--- src/rtl/if_prefetch_pkg.sv ---
// Shared types and constants for the instruction-fetch front end.
// Holds the NOP encoding, the {addr, inst} FIFO entry and a saturating-increment helper.
package if_prefetch_pkg;

    localparam logic [31:0] INST_NOP   = 32'h0000_0013;
    localparam logic [31:0] ZERO_WORD  = 32'h0000_0000;
    localparam logic [2:0]  PAUSE_NONE = 3'b000;

    typedef struct packed {
        logic [31:0] addr;
        logic [31:0] inst;
    } fetch_entry_t;

    function automatic logic [31:0] sat_inc32(input logic [31:0] value);
        return (value == 32'hFFFF_FFFF) ? value : value + 32'd1;
    endfunction

endpackage

--- src/rtl/if_prefetch_if.sv ---
// Instruction bus between the prefetcher (master) and instruction memory (slave).
// Pipelined reads: req/addr held until gnt, rvalid/rdata return in request order.
interface if_prefetch_if;

    logic        ibus_req;
    logic [31:0] ibus_addr;
    logic        ibus_gnt;
    logic        ibus_rvalid;
    logic [31:0] ibus_rdata;

    modport master (
        output ibus_req, ibus_addr,
        input  ibus_gnt, ibus_rvalid, ibus_rdata
    );

    modport slave (
        input  ibus_req, ibus_addr,
        output ibus_gnt, ibus_rvalid, ibus_rdata
    );

endinterface

--- src/rtl/if_prefetch_fifo.sv ---
// Synchronous FIFO with flush; width and power-of-two depth parameterised.
// Used by the prefetcher to buffer {addr, inst} words returned from the bus.
module if_fifo #(
    parameter int WIDTH = 64,
    parameter int DEPTH = 4
) (
    input  logic                     clk,
    input  logic                     rst,
    input  logic                     i_flush,
    input  logic                     i_push,
    input  logic [WIDTH-1:0]         i_data,
    input  logic                     i_pop,
    output logic [WIDTH-1:0]         o_data,
    output logic                     o_empty,
    output logic [$clog2(DEPTH):0]   o_count
);

    localparam int             AW       = $clog2(DEPTH);
    localparam logic [AW:0]    FULL_CNT = (AW+1)'(DEPTH);

    logic [WIDTH-1:0] r_mem [DEPTH];
    logic [AW-1:0]    r_wr_ptr;
    logic [AW-1:0]    r_rd_ptr;
    logic [AW:0]      r_count;
    logic             w_pop;

    assign w_pop   = i_pop && !o_empty;
    assign o_empty = (r_count == '0);
    assign o_count = r_count;
    assign o_data  = r_mem[r_rd_ptr];

    // NOTE: non-blocking assignments so every register samples pre-edge values.
    always_ff @(posedge clk) begin
        if (rst || i_flush) begin
            r_wr_ptr <= '0;
            r_rd_ptr <= '0;
            r_count  <= '0;
        end else begin
            if (i_push) r_wr_ptr <= r_wr_ptr + 1'b1;
            if (w_pop)  r_rd_ptr <= r_rd_ptr + 1'b1;
            if (i_push && !w_pop)      r_count <= r_count + 1'b1;
            else if (!i_push && w_pop) r_count <= r_count - 1'b1;
        end
    end

    // NOTE: storage is not reset; the pointers alone decide which entries are live.
    always_ff @(posedge clk) begin
        if (i_push && !i_flush) r_mem[r_wr_ptr] <= i_data;
    end

    a_no_overflow: assert property (@(posedge clk) disable iff (rst)
        (i_push && !i_flush) |-> (r_count != FULL_CNT));

endmodule

--- src/rtl/if_prefetch.sv ---
// Instruction-fetch front end: owns the PC, issues credit-limited pipelined reads, buffers words.
// Define IF_PREFETCH_PERF_EN to add the saturating starve/discard performance counters.
module if_prefetch
    import if_prefetch_pkg::*;
#(
    parameter logic [31:0] RESET_PC = 32'h0000_0000,
    parameter int          DEPTH    = 4
) (
    input  logic                 clk,
    input  logic                 rst,
    input  logic                 jump_flag_i,
    input  logic [31:0]          jump_addr_i,
    input  logic [2:0]           pause_flag_i,
    if_prefetch_if.master        ibus,
    output logic                 inst_valid_o,
    output logic [31:0]          inst_o,
    output logic [31:0]          inst_addr_o
`ifdef IF_PREFETCH_PERF_EN
    ,
    output logic [31:0]          perf_starve_o,
    output logic [31:0]          perf_discard_o
`endif
);

    localparam int CW = $clog2(DEPTH);
    localparam int SW = CW + 2;

    logic [31:0]   r_pc;
    logic [31:0]   r_ret_addr;
    logic [CW:0]   r_outstanding;
    logic [CW:0]   r_discard;

    logic [CW:0]   w_count;
    logic [CW:0]   w_outstanding_nxt;
    logic [SW-1:0] w_credit_used;
    logic          w_empty, w_req, w_accept, w_drop, w_push, w_valid, w_pop;
    fetch_entry_t  w_head, w_push_entry;

    // Outstanding counts every in-flight read, including ones already marked for discard.
    assign w_credit_used = SW'(w_count) + SW'(r_outstanding);
    assign w_req         = !rst && !jump_flag_i && (w_credit_used < SW'(DEPTH));
    assign w_accept      = w_req && ibus.ibus_gnt;
    assign w_drop        = ibus.ibus_rvalid && (jump_flag_i || (r_discard != '0));
    assign w_push        = ibus.ibus_rvalid && !w_drop && !rst;
    assign w_valid       = !rst && !w_empty && !jump_flag_i;
    assign w_pop         = w_valid && (pause_flag_i == PAUSE_NONE);
    assign w_push_entry  = '{addr: r_ret_addr, inst: ibus.ibus_rdata};

    assign ibus.ibus_req  = w_req;
    assign ibus.ibus_addr = r_pc;

    assign inst_valid_o = w_valid;
    assign inst_o       = w_valid ? w_head.inst : INST_NOP;
    assign inst_addr_o  = w_valid ? w_head.addr : ZERO_WORD;

    // NOTE: default assigned first so no path leaves the signal unassigned (no latch).
    always_comb begin
        w_outstanding_nxt = r_outstanding;
        if (w_accept && !ibus.ibus_rvalid)      w_outstanding_nxt = r_outstanding + 1'b1;
        else if (!w_accept && ibus.ibus_rvalid) w_outstanding_nxt = r_outstanding - 1'b1;
    end

    always_ff @(posedge clk) begin
        if (rst) begin
            r_pc          <= RESET_PC;
            r_ret_addr    <= RESET_PC;
            r_outstanding <= '0;
            r_discard     <= '0;
        end else begin
            r_outstanding <= w_outstanding_nxt;
            if (jump_flag_i) begin
                r_pc       <= jump_addr_i;
                r_ret_addr <= jump_addr_i;
                r_discard  <= w_outstanding_nxt;
            end else begin
                if (w_accept) r_pc       <= r_pc + 32'd4;
                if (w_push)   r_ret_addr <= r_ret_addr + 32'd4;
                if (w_drop)   r_discard  <= r_discard - 1'b1;
            end
        end
    end

    if_fifo #(
        .WIDTH ($bits(fetch_entry_t)),
        .DEPTH (DEPTH)
    ) u_fifo (
        .clk     (clk),
        .rst     (rst),
        .i_flush (jump_flag_i),
        .i_push  (w_push),
        .i_data  (w_push_entry),
        .i_pop   (w_pop),
        .o_data  (w_head),
        .o_empty (w_empty),
        .o_count (w_count)
    );

`ifdef IF_PREFETCH_PERF_EN
    logic [31:0] r_perf_starve;
    logic [31:0] r_perf_discard;

    always_ff @(posedge clk) begin
        if (rst) begin
            r_perf_starve  <= '0;
            r_perf_discard <= '0;
        end else begin
            if (w_empty && (pause_flag_i == PAUSE_NONE)) r_perf_starve <= sat_inc32(r_perf_starve);
            if (w_drop) r_perf_discard <= sat_inc32(r_perf_discard);
        end
    end

    assign perf_starve_o  = r_perf_starve;
    assign perf_discard_o = r_perf_discard;
`endif

endmodule

--- src/flat_wrapper.sv ---
// flat-port wrapper written by rule: the top's interface ports become plain ports
module if_prefetch_flat import if_prefetch_pkg::*;
#(
    parameter logic [31:0] RESET_PC = 32'h0000_0000,
    parameter int          DEPTH    = 4
)
  (clk, rst, jump_flag_i, jump_addr_i, pause_flag_i, inst_valid_o, inst_o, inst_addr_o, ibus_ibus_req, ibus_ibus_addr, ibus_ibus_gnt, ibus_ibus_rvalid, ibus_ibus_rdata);
  if_prefetch_if ibus_i ();
  input  logic clk;
  input  logic rst;
  input  logic jump_flag_i;
  input  logic [31:0] jump_addr_i;
  input  logic [2:0] pause_flag_i;
  output logic inst_valid_o;
  output logic [31:0] inst_o;
  output logic [31:0] inst_addr_o;
  output wire logic [$bits(ibus_i.ibus_req)-1:0] ibus_ibus_req;
  output wire logic [$bits(ibus_i.ibus_addr)-1:0] ibus_ibus_addr;
  input wire logic [$bits(ibus_i.ibus_gnt)-1:0] ibus_ibus_gnt;
  input wire logic [$bits(ibus_i.ibus_rvalid)-1:0] ibus_ibus_rvalid;
  input wire logic [$bits(ibus_i.ibus_rdata)-1:0] ibus_ibus_rdata;
  assign ibus_ibus_req = ibus_i.ibus_req;
  assign ibus_ibus_addr = ibus_i.ibus_addr;
  assign ibus_i.ibus_gnt = ibus_ibus_gnt;
  assign ibus_i.ibus_rvalid = ibus_ibus_rvalid;
  assign ibus_i.ibus_rdata = ibus_ibus_rdata;
  if_prefetch #(.RESET_PC(RESET_PC), .DEPTH(DEPTH)) u_core (.clk(clk), .rst(rst), .jump_flag_i(jump_flag_i), .jump_addr_i(jump_addr_i), .pause_flag_i(pause_flag_i), .ibus(ibus_i), .inst_valid_o(inst_valid_o), .inst_o(inst_o), .inst_addr_o(inst_addr_o));
endmodule
--- config.mk ---
export PLATFORM = sky130hd
export DESIGN_NAME = if_prefetch_flat
export DESIGN_NICKNAME = d
export VERILOG_FILES = /design/src/rtl/if_prefetch_pkg.sv /design/src/rtl/if_prefetch_if.sv /design/src/rtl/if_prefetch_fifo.sv /design/src/rtl/if_prefetch.sv /design/src/flat_wrapper.sv
export SDC_FILE = /design/constraint.sdc
export NUM_CORES = 1
export LEC_CHECK = 0
export CAP_MARGIN = 20
export CORE_ASPECT_RATIO = 0.6
export CORE_UTILIZATION = 56
export DETAILED_ROUTE_END_ITERATION = 10
export GPL_TIMING_DRIVEN = 0
export HOLD_SLACK_MARGIN = 0.08
export PLACE_DENSITY_LB_ADDON = 0.2
export SETUP_SLACK_MARGIN = 0.4
export SLEW_MARGIN = 20
export SYNTH_ARGS = -nofsm -noshare
export SYNTH_HDL_FRONTEND = slang
export SYNTH_SLANG_ARGS = --single-unit
--- constraint.sdc ---
create_clock -name clk -period 3.77 [get_ports clk]
set_input_delay 0.754 -clock clk [delete_from_list [all_inputs] [get_ports clk]]
set_output_delay 0.754 -clock clk [all_outputs]
set_load 0.02 [all_outputs]
==> results.txt, run 1 <==
The depth of the CTS H-tree was 1; the post-synthesis cell type count was 57. The per-instance average area after synthesis works out to 15.0 um^2. Summed over all nets, the half-perimeter wirelength after detailed placement is 22100 um. In this run, post-CTS hold repair placed 0 buffers. Timing would allow up to 0.300 GHz.

Final-report max-slew violation count: 0. The I/O pin total was 170; the time the final worst path needs with I/O delays and setup was 3.33 ns. STA classifies the critical path endpoint as an output pin. The run gives 840 as the DRC violation total after the first TritonRoute iteration. Synthesis produced a netlist whose cell count is 929. The layout overhead on the synthesized area is 22.5%, and the top fanout value on the critical path is 10.

The fraction of synthesis flops using an asynchronous set or reset pin was 0%. The critical hold path startpoint was u_core.ibus.ibus_addr[0]. The flow ran to the end, and the final reports show no timing, DRC or antenna violations. In the final timing run, aggregate negative setup slack is 0 ns. For this run, the register share of the synthesized area comes to 66.7%. Across the whole layout, storage elements account for 0.00927 mm^2.

Overall power consumption after layout is estimated at 7.61 mW. Buffers inserted during clock tree synthesis total 30. The logs give 45 for the pin count of the biggest net entering global routing and 0 for the post-detailed-route count of antenna-violating nets.

The number of global-route vias before repair was 8173; the final cell count without fillers was 1482. The slew at the pin closest to its max-slew limit came out at 1.05 ns. Setup repair after global routing could not meet its margin everywhere. At the end of routability-driven placement, the weighted congestion stood at 0.962. Final design instance area without fill: 0.0170 mm^2.

Leaving out fill and tap cells, the most frequent cells in the layout are edfxtp_1 (256), clkdlybuf4s50_1 (104), dfxtp_1 (79). In this run the worst hold path is classified as reg -> reg. The arrival time of data at the critical path endpoint was 2.58 ns. For hold timing, the worst endpoint is u_core.ibus.ibus_addr[0].

The multi-input combinational cell area is 0.00442 mm^2, and the number of instances on the worst hold path is 2. Cells with a size suffix above 1 make up 15.2% of the layout. The largest single stage delay on the critical path is 0.51 ns. The die is 124 um tall.

The critical path is of the in -> out type. The master of the slowest instance on the critical path was clkdlybuf4s50_1. In this run, synthesis produced a sequential element count of 335. The critical path required time was 3.02 ns; the power per standard cell area was 447 mW/mm^2.

The floorplan step defined a die boundary enclosing 0.0255 mm^2. The tools report the placed instance area as 0.0161 mm^2. The tools report the root buffer cell as clkbuf_16. The mapped netlist covers 0.0139 mm^2. After detailed routing, the number of vias per cell comes to 5.97. The clock insertion delay at the later pin of the skew report is 0.56 ns. The tool flagged a number of max-cap violations equal to 0. Dividing the final minimum period by the clock period gives 88.4%. Counting every sink on the clock net gives 335.

The overall die width works out to 205 um. Before antenna repair, the detailed router went through 6 iterations. The CTS clock-pin slew for the worst setup and hold paths is 0.06 ns, and the maximum clock insertion buffer count is 3.

For this design the static power due to leakage is 5.79 nW. The total overflow left after global routing is 0. The number of flops mapped to enable cells by yosys came out at 256. The starting density of the core came out at 57.2%. The critical register-to-register path startpoint is u_core.r_discard[0].

The wire length per cell after detailed routing was 21.7 um. The setup slack on the worst flop-to-flop path was 0.90 ns. TritonCTS built the clock tree. The total area inside the core boundary comes to 0.0243 mm^2.

The run gives 1692 as the number of filler cells placed in the layout. The first global-routing pass estimated 48400 um of wire. The leading cell type in the layout, fill and taps excluded was edfxtp_1.

The final layout contains 1222 nets. The synthesized design spends more area on one cell type than any other, namely edfxtp_1. The worst-case IR drop observed on VDD is 0.418 mV. Cell count of the worst reg-to-reg path: 10.

The nature of the critical path startpoint was an input pin. Prevailing post-synth register cell: edfxtp_1. The tools report the post-synth net total as 1015.

Row generation in the floorplan step produced 44 rows. The run gives 29.4% as the headroom to the max-slew limit. The global-route usage over all layers came out at 25.6%.

The signal on the critical path passes through clkdlybuf4s50_1, or2_4, nor2_4, buf_12, buf_2, and2_1, clkdlybuf4s15_1. Across the routed clock network, the largest skew measured is 0.0133 ns. The final count of hold timing violations is 0, and the number of synthesis warnings is 0. On the final layout, the worst hold slack is 0.462 ns. In this run, placement finished with an instance count of 1423. The tools report the terminus of the critical flop-to-flop path as u_core.u_fifo.o_count[2]. Port buffering added 168 buffers. In the post-synthesis netlist, the biggest area contributors are edfxtp_1 (55%), dfxtp_1 (11%), mux4_2 (10%).

Wires add up to 32100 um. Setup violations remaining at the end of the flow were counted as 0. The post-route DRC violation count came out at 0.

Detailed routing inserted a total of 8841 vias. 0 antenna diodes ended up in the layout. The fraction of post-synthesis cell area in the top cell type by area was 55.3%. The tools report the initial antenna violation count as 0.
-- worst max path at each step --
| stage | startpoint | to | cells after the start |
|---|---|---|---|
| floorplan | jump_flag_i | inst_o[22] | 5 |
| global placement | rst | inst_o[2] | 6 |
| detailed placement | rst | inst_o[2] | 6 |
| CTS | flop | inst_o[31] | 5 |
| global route | flop | inst_o[31] | 5 |
| finish | rst | inst_addr_o[17] | 7 |
-- repair_timing --
item                                    4_1_cts  5_1_grt
gates resized for setup                     107       33
pin swaps                                     2        0
endpoints found under the setup margin       65       25
gates cloned                                  1        0
setup buffers                                 2        0
-- per-stage QoR --
stage	setup slack (ns)	utilization, %
final	0.436	70.1
after global routing	0.344	70.1
after CTS	0.406	70.3
after detailed placement	-0.804	66.3
after global placement	-0.828	65.9
after floorplan	0.825	-
-- cell families after synthesis --
logic type | share of synthesized area (%)
flops | 66.7
simple gates | 11.8
compound gates | 5.42
mux | 10.7
buf+inv | 1.88
xor+xnor | 2.14
fa+ha+maj | 1.31
-- power breakdown --
| group | total [mW] | internal (mW) | switching [mW] |
|---|---|---|---|
| sequential | 4.16 | 4.06 | 0.0971 |
| combinational | 0.510 | 0.229 | 0.281 |
| clock | 2.94 | 1.64 | 1.30 |
| total | 7.61 | 5.93 | 1.68 |
-- critical path: cells and delay by family --
kind	cells	cell delay (ns)
buf+inv	4	1.19
simple gates	3	0.62
-- sequential cells by signal, indices dropped and copies added, names as in the netlist, named ones only --
name                    cells
u_core.u_fifo.o_count       3
u_core.r_ret_addr          32
u_core.r_outstanding        3
u_core.r_discard            3
u_core.u_fifo.r_rd_ptr      2
u_core.u_fifo.r_mem       256
u_core.ibus.ibus_addr      32
u_core.u_fifo.r_wr_ptr      2
-- metal layers --
metal  vias up  share of wire [%]  track usage (%)
met4         0                1.3             4.63
met3        37                8.9             6.23
met1      4428                 47             41.0
met2       358                 43             35.5
met5         -                  0                0
li1       4018                  -                -
-- synthesized netlist by cell type, types with 6 or more instances --
cell      number
or2_2          6
inv_1         16
clkbuf_1      37
and3_1        14
nand3_1       34
ha_1          13
o311ai_0       7
buf_2          8
nor2_1        45
a31oi_1       31
a21oi_1       29
or4_1          7
dfxtp_1       79
mux4_2        64
nand4_1       23
and2_1        64
nor3_1         9
edfxtp_1     256
or3_1          9
xnor2_1       11
nand2_1       60
o21ai_0       14
xor2_1        23
a211oi_1      14
-- area by class of cell --
| type | instances | area share [%] |
|---|---|---|
| Clock buffer | 39 | 4.73 |
| Multi-Input combinational cell | 530 | 26.0 |
| Timing Repair Buffer | 174 | 9.90 |
| Inverter | 17 | 0.375 |
| Clock inverter | 17 | 0.757 |
| Sequential cell | 335 | 54.5 |
| Tap cell | 322 | 2.37 |
| Buffer | 48 | 1.44 |
(Power assumes the default switching activity.)
==> inputs of run 2 (changes only) <==
ABC_AREA = 0   (was unset)
ABC_CLOCK_PERIOD_IN_PS = 3770   (was unset)
==> results of run 2 <==
The final DEF is identical to that of run 1; final timing and power are the same.
==> inputs of run 3 (changes only) <==
CORE_UTILIZATION = 50   (was 56)
TNS_END_PERCENT = 5   (was unset)
==> results.txt, run 3 (same netlist as run 1, synthesis figures left out) <==
The run finished with clean final reports. For the least setup slack across all paths after layout, the log shows 0.178 ns (-0.258 ns). The tools report the post-detailed-route count of antenna-violating nets as 0 (unchanged). The starting density of the core is 51.7% (-5.5 points), and the post-detailed-route via-to-cell ratio is 5.86 (-1.8%). For the final setup violation count, the log shows 0 (unchanged). The share of final-layout standard cells stronger than drive strength 1 came out at 14.5% (-0.63 points).

The nature of the critical path startpoint was an input pin. The ratio of final minimum period to clock period works out to 95.3% (+6.8 points). The kind of end point of the critical path was an output pin.

Total number of placement rows: 46 (+4.5%). The number of nets at the end of the flow is 1224 (+0.16%). The share of total power in sequential cells was 52.8% (-1.8 points); the detailed-routed wire length on met3 was 2400 um (-16%).

The run gives 6.6% (about the same) as the relative contribution of combinational cells to total power. The core box area is 0.0269 mm^2 (+11%), and the clock network fraction of total power is 40.6% (+1.9 points). The tools report the HPWL after detailed placement as 22800 um (+3.3%). TritonCTS built the clock tree. The power per standard cell area was 456 mW/mm^2 (+1.9%).

The flip-flop count of the largest register, all copies and words added came out at 256 (unchanged). Worst setup slack before clock tree synthesis: -0.822 ns (-0.0184 ns). Leaving out fill and tap cells, the most frequent cell in the layout is edfxtp_1. The die footprint was 0.0285 mm^2 (+12%). The critical hold path startpoint was u_core.ibus.ibus_addr[1]. The run gives 1522 (+2.7%) as the final cell count without fillers. For the net switching power, the log shows 1.72 mW (+2.2%). The clock insertion delay at the later pin of the skew report was 0.56 ns (about the same). For the maximum clock rate, the log shows 0.278 GHz (-7.2%). The logs give 335 (unchanged) for the number of sinks on the clock net and 40.9% (+12 points) for the headroom to the max-slew limit. The critical path required time came out at 3.02 ns (about the same). Number of instances on the worst hold path: 2 (unchanged).

The maximum clock insertion buffer count came out at 3 (unchanged). The number of search-and-repair iterations in the first detailed-routing pass was 5 (-1); the time the final worst path needs with I/O delays and setup was 3.59 ns (+0.258 ns). Hold buffer count at cts: 0 (unchanged). The cell total after placement was 1461 (+2.7%); the design internal power was 6.15 mW (+3.8%). The tightest min-delay check is of the reg -> reg type. Number of I/O port buffers: 168 (unchanged). The global-route usage over all layers was 24.0% (-1.6 points). The overall die width was 217 um (+5.8%). In the layout the commonest cells are edfxtp_1 (256), clkdlybuf4s50_1 (145), dfxtp_1 (79). Detailed-routing wirelength on met1: 16100 um (+7.0%). From synthesis to final layout, the design area changed by 24.3%. The final design instance area without fill came out at 0.0173 mm^2 (+1.5%). For the initial antenna violation count, the log shows 0 (unchanged).

The root buffer cell chosen for the clock tree is clkbuf_16. The maximum ir drop on the vdd rail is 0.315 mV (-25%), and the worst hold slack after final layout is 0.464 ns (+0.00200 ns). The highest metal layer used by the detailed router is met4. The tools report the number of antenna repair diodes as 0 (unchanged). The top fanout value on the critical path works out to 10 (unchanged). The tools report the first-pass GRT wire length as 51900 um (+7.2%). u_core.u_fifo.r_mem holds more flip-flops than any other register. The slew at the pin closest to its max-slew limit works out to 0.878 ns (-0.171 ns). The vias after detailed routing is 8916 (+0.85%), and the placed instance area is 0.0162 mm^2 (+0.39%). The post-route DRC violation count was 0 (unchanged).

The final count of hold timing violations was 0 (unchanged); the global placement routability congestion was 0.938 (-2.5%). The critical register-to-register path startpoint was u_core.r_discard[0]. Die height: 131 um (+5.7%). The DRC violation total after the first TritonRoute iteration is 998 (+19%), and the total wire length after detailed routing is 33600 um (+4.6%).

By startpoint and endpoint, the worst setup path is classified as in -> out. The logs give 0 (unchanged) for the reported max-cap violation count and 1 (unchanged) for the depth of the CTS H-tree. The cell count of the worst reg-to-reg path is 10 (unchanged), and the TritonCTS buffer count is 31 (+3.3%).

The worst register-to-register path ends at u_core.u_fifo.o_count[2]. Setup repair after global routing could not meet its margin everywhere. The logs give 0 ns (unchanged) for the accumulated negative setup slack and 0 (unchanged) for the final-report max-slew violation count.

Endpoint of the worst hold-timing path: u_core.ibus.ibus_addr[1]. Arrival time of data at the critical path endpoint: 2.84 ns (+0.26 ns). The reported leakage power was 5.79 nW (+0.10%); the pin count of the biggest net entering global routing was 47 (+4.4%).

For the number of global-route vias before repair, the log shows 8604 (+5.3%). The setup slack on the worst flop-to-flop path is 0.90 ns (about the same), and the number of filler cells placed in the layout is 1991 (+18%). The CTS clock-pin slew for the worst setup and hold paths is 0.06 ns (about the same), and the I/O pin total is 170 (unchanged). The amount of wire on met2 after detailed routing is 14600 um (+6.1%). The final clock skew was 0.0199 ns (+0.00661 ns); the switching share of power was 21.8% (-0.26 points). The tools report the remaining global-route overflow as 0 (unchanged). The wire length per cell after detailed routing is 22.0 um (+1.8%).
## run 3: changes by cell type in the layout (fill, tap and decap cells not counted), moves of 5 or more
cell and change:
clkdlybuf4s50_1 +41, clkinv_1 -5, clkbuf_2 -10, dlygate4sd2_1 -16, clkdlybuf4s15_1 -14, clkbuf_8 +5
## run 3: critical path: stages
cell,delay (ns)
clkdlybuf4s50_1,0.50
or2_4,0.35
clkbuf_2,0.25
or3_1,0.40
clkdlybuf4s50_1,0.57
## run 3: metal layers
metal / up-vias / GRT usage [%]
met3: 41 / 4.05
met5: - / 0
met1: 4510 / 38.8
met4: 0 / 4.23
li1: 4030 / -
met2: 335 / 34.2
## run 3: worst max path at each step
stage / from / end / slack (ns) / cells after the start
2_1_floorplan: ibus_ibus_rvalid / u_core.u_fifo.r_mem[1][0] / 0.39 / 4
3_3_place_gp: ibus_ibus_rvalid / u_core.u_fifo.r_mem[1][24] / -1.53 / 5
3_5_place_dp: rst / inst_o[8] / -0.82 / 6
4_1_cts: rst / inst_o[1] / 0.19 / 5
5_1_grt: rst / inst_addr_o[30] / 0.15 / 7
6_report: rst / inst_o[0] / 0.18 / 5
## run 3: final cells by class
class / instances / area, um^2 / share of cell area (%)
inverter: 17 / 63.8 / 0.369
clock buffer: 46 / 903 / 5.23
timing repair buffer: 175 / 1800 / 10.4
clock inverter: 11 / 133 / 0.768
multi-input combinational: 530 / 4420 / 25.6
buffer: 48 / 241 / 1.40
sequential: 335 / 9270 / 53.6
tap: 360 / 450 / 2.61
## run 3: timing repair
item | in CTS | in global routing
cloned | 1 | 0
pin swaps | 2 | 0
buffers inserted | 3 | 0
setup endpoints to repair | 65 | 55
resized for setup | 52 | 2
## run 3: through the flow
step,utilization [%],total power [mW]
after floorplan,-,4.47
after global placement,59.6,4.73
after detailed placement,60.1,4.74
after CTS,64.3,7.92
after global routing,64.3,8.12
final,64.3,7.87
## run 3: power groups by stage
| stage | clock network (mW) | logic, mW | registers, mW |
|---|---|---|---|
| detailed placement | 0 | 0.508 | 4.24 |
| floorplan | 0 | 0.241 | 4.23 |
| CTS | 3.25 | 0.516 | 4.16 |
| global route | 3.39 | 0.557 | 4.17 |
| finish | 3.19 | 0.521 | 4.16 |
| global placement | 0 | 0.494 | 4.23 |
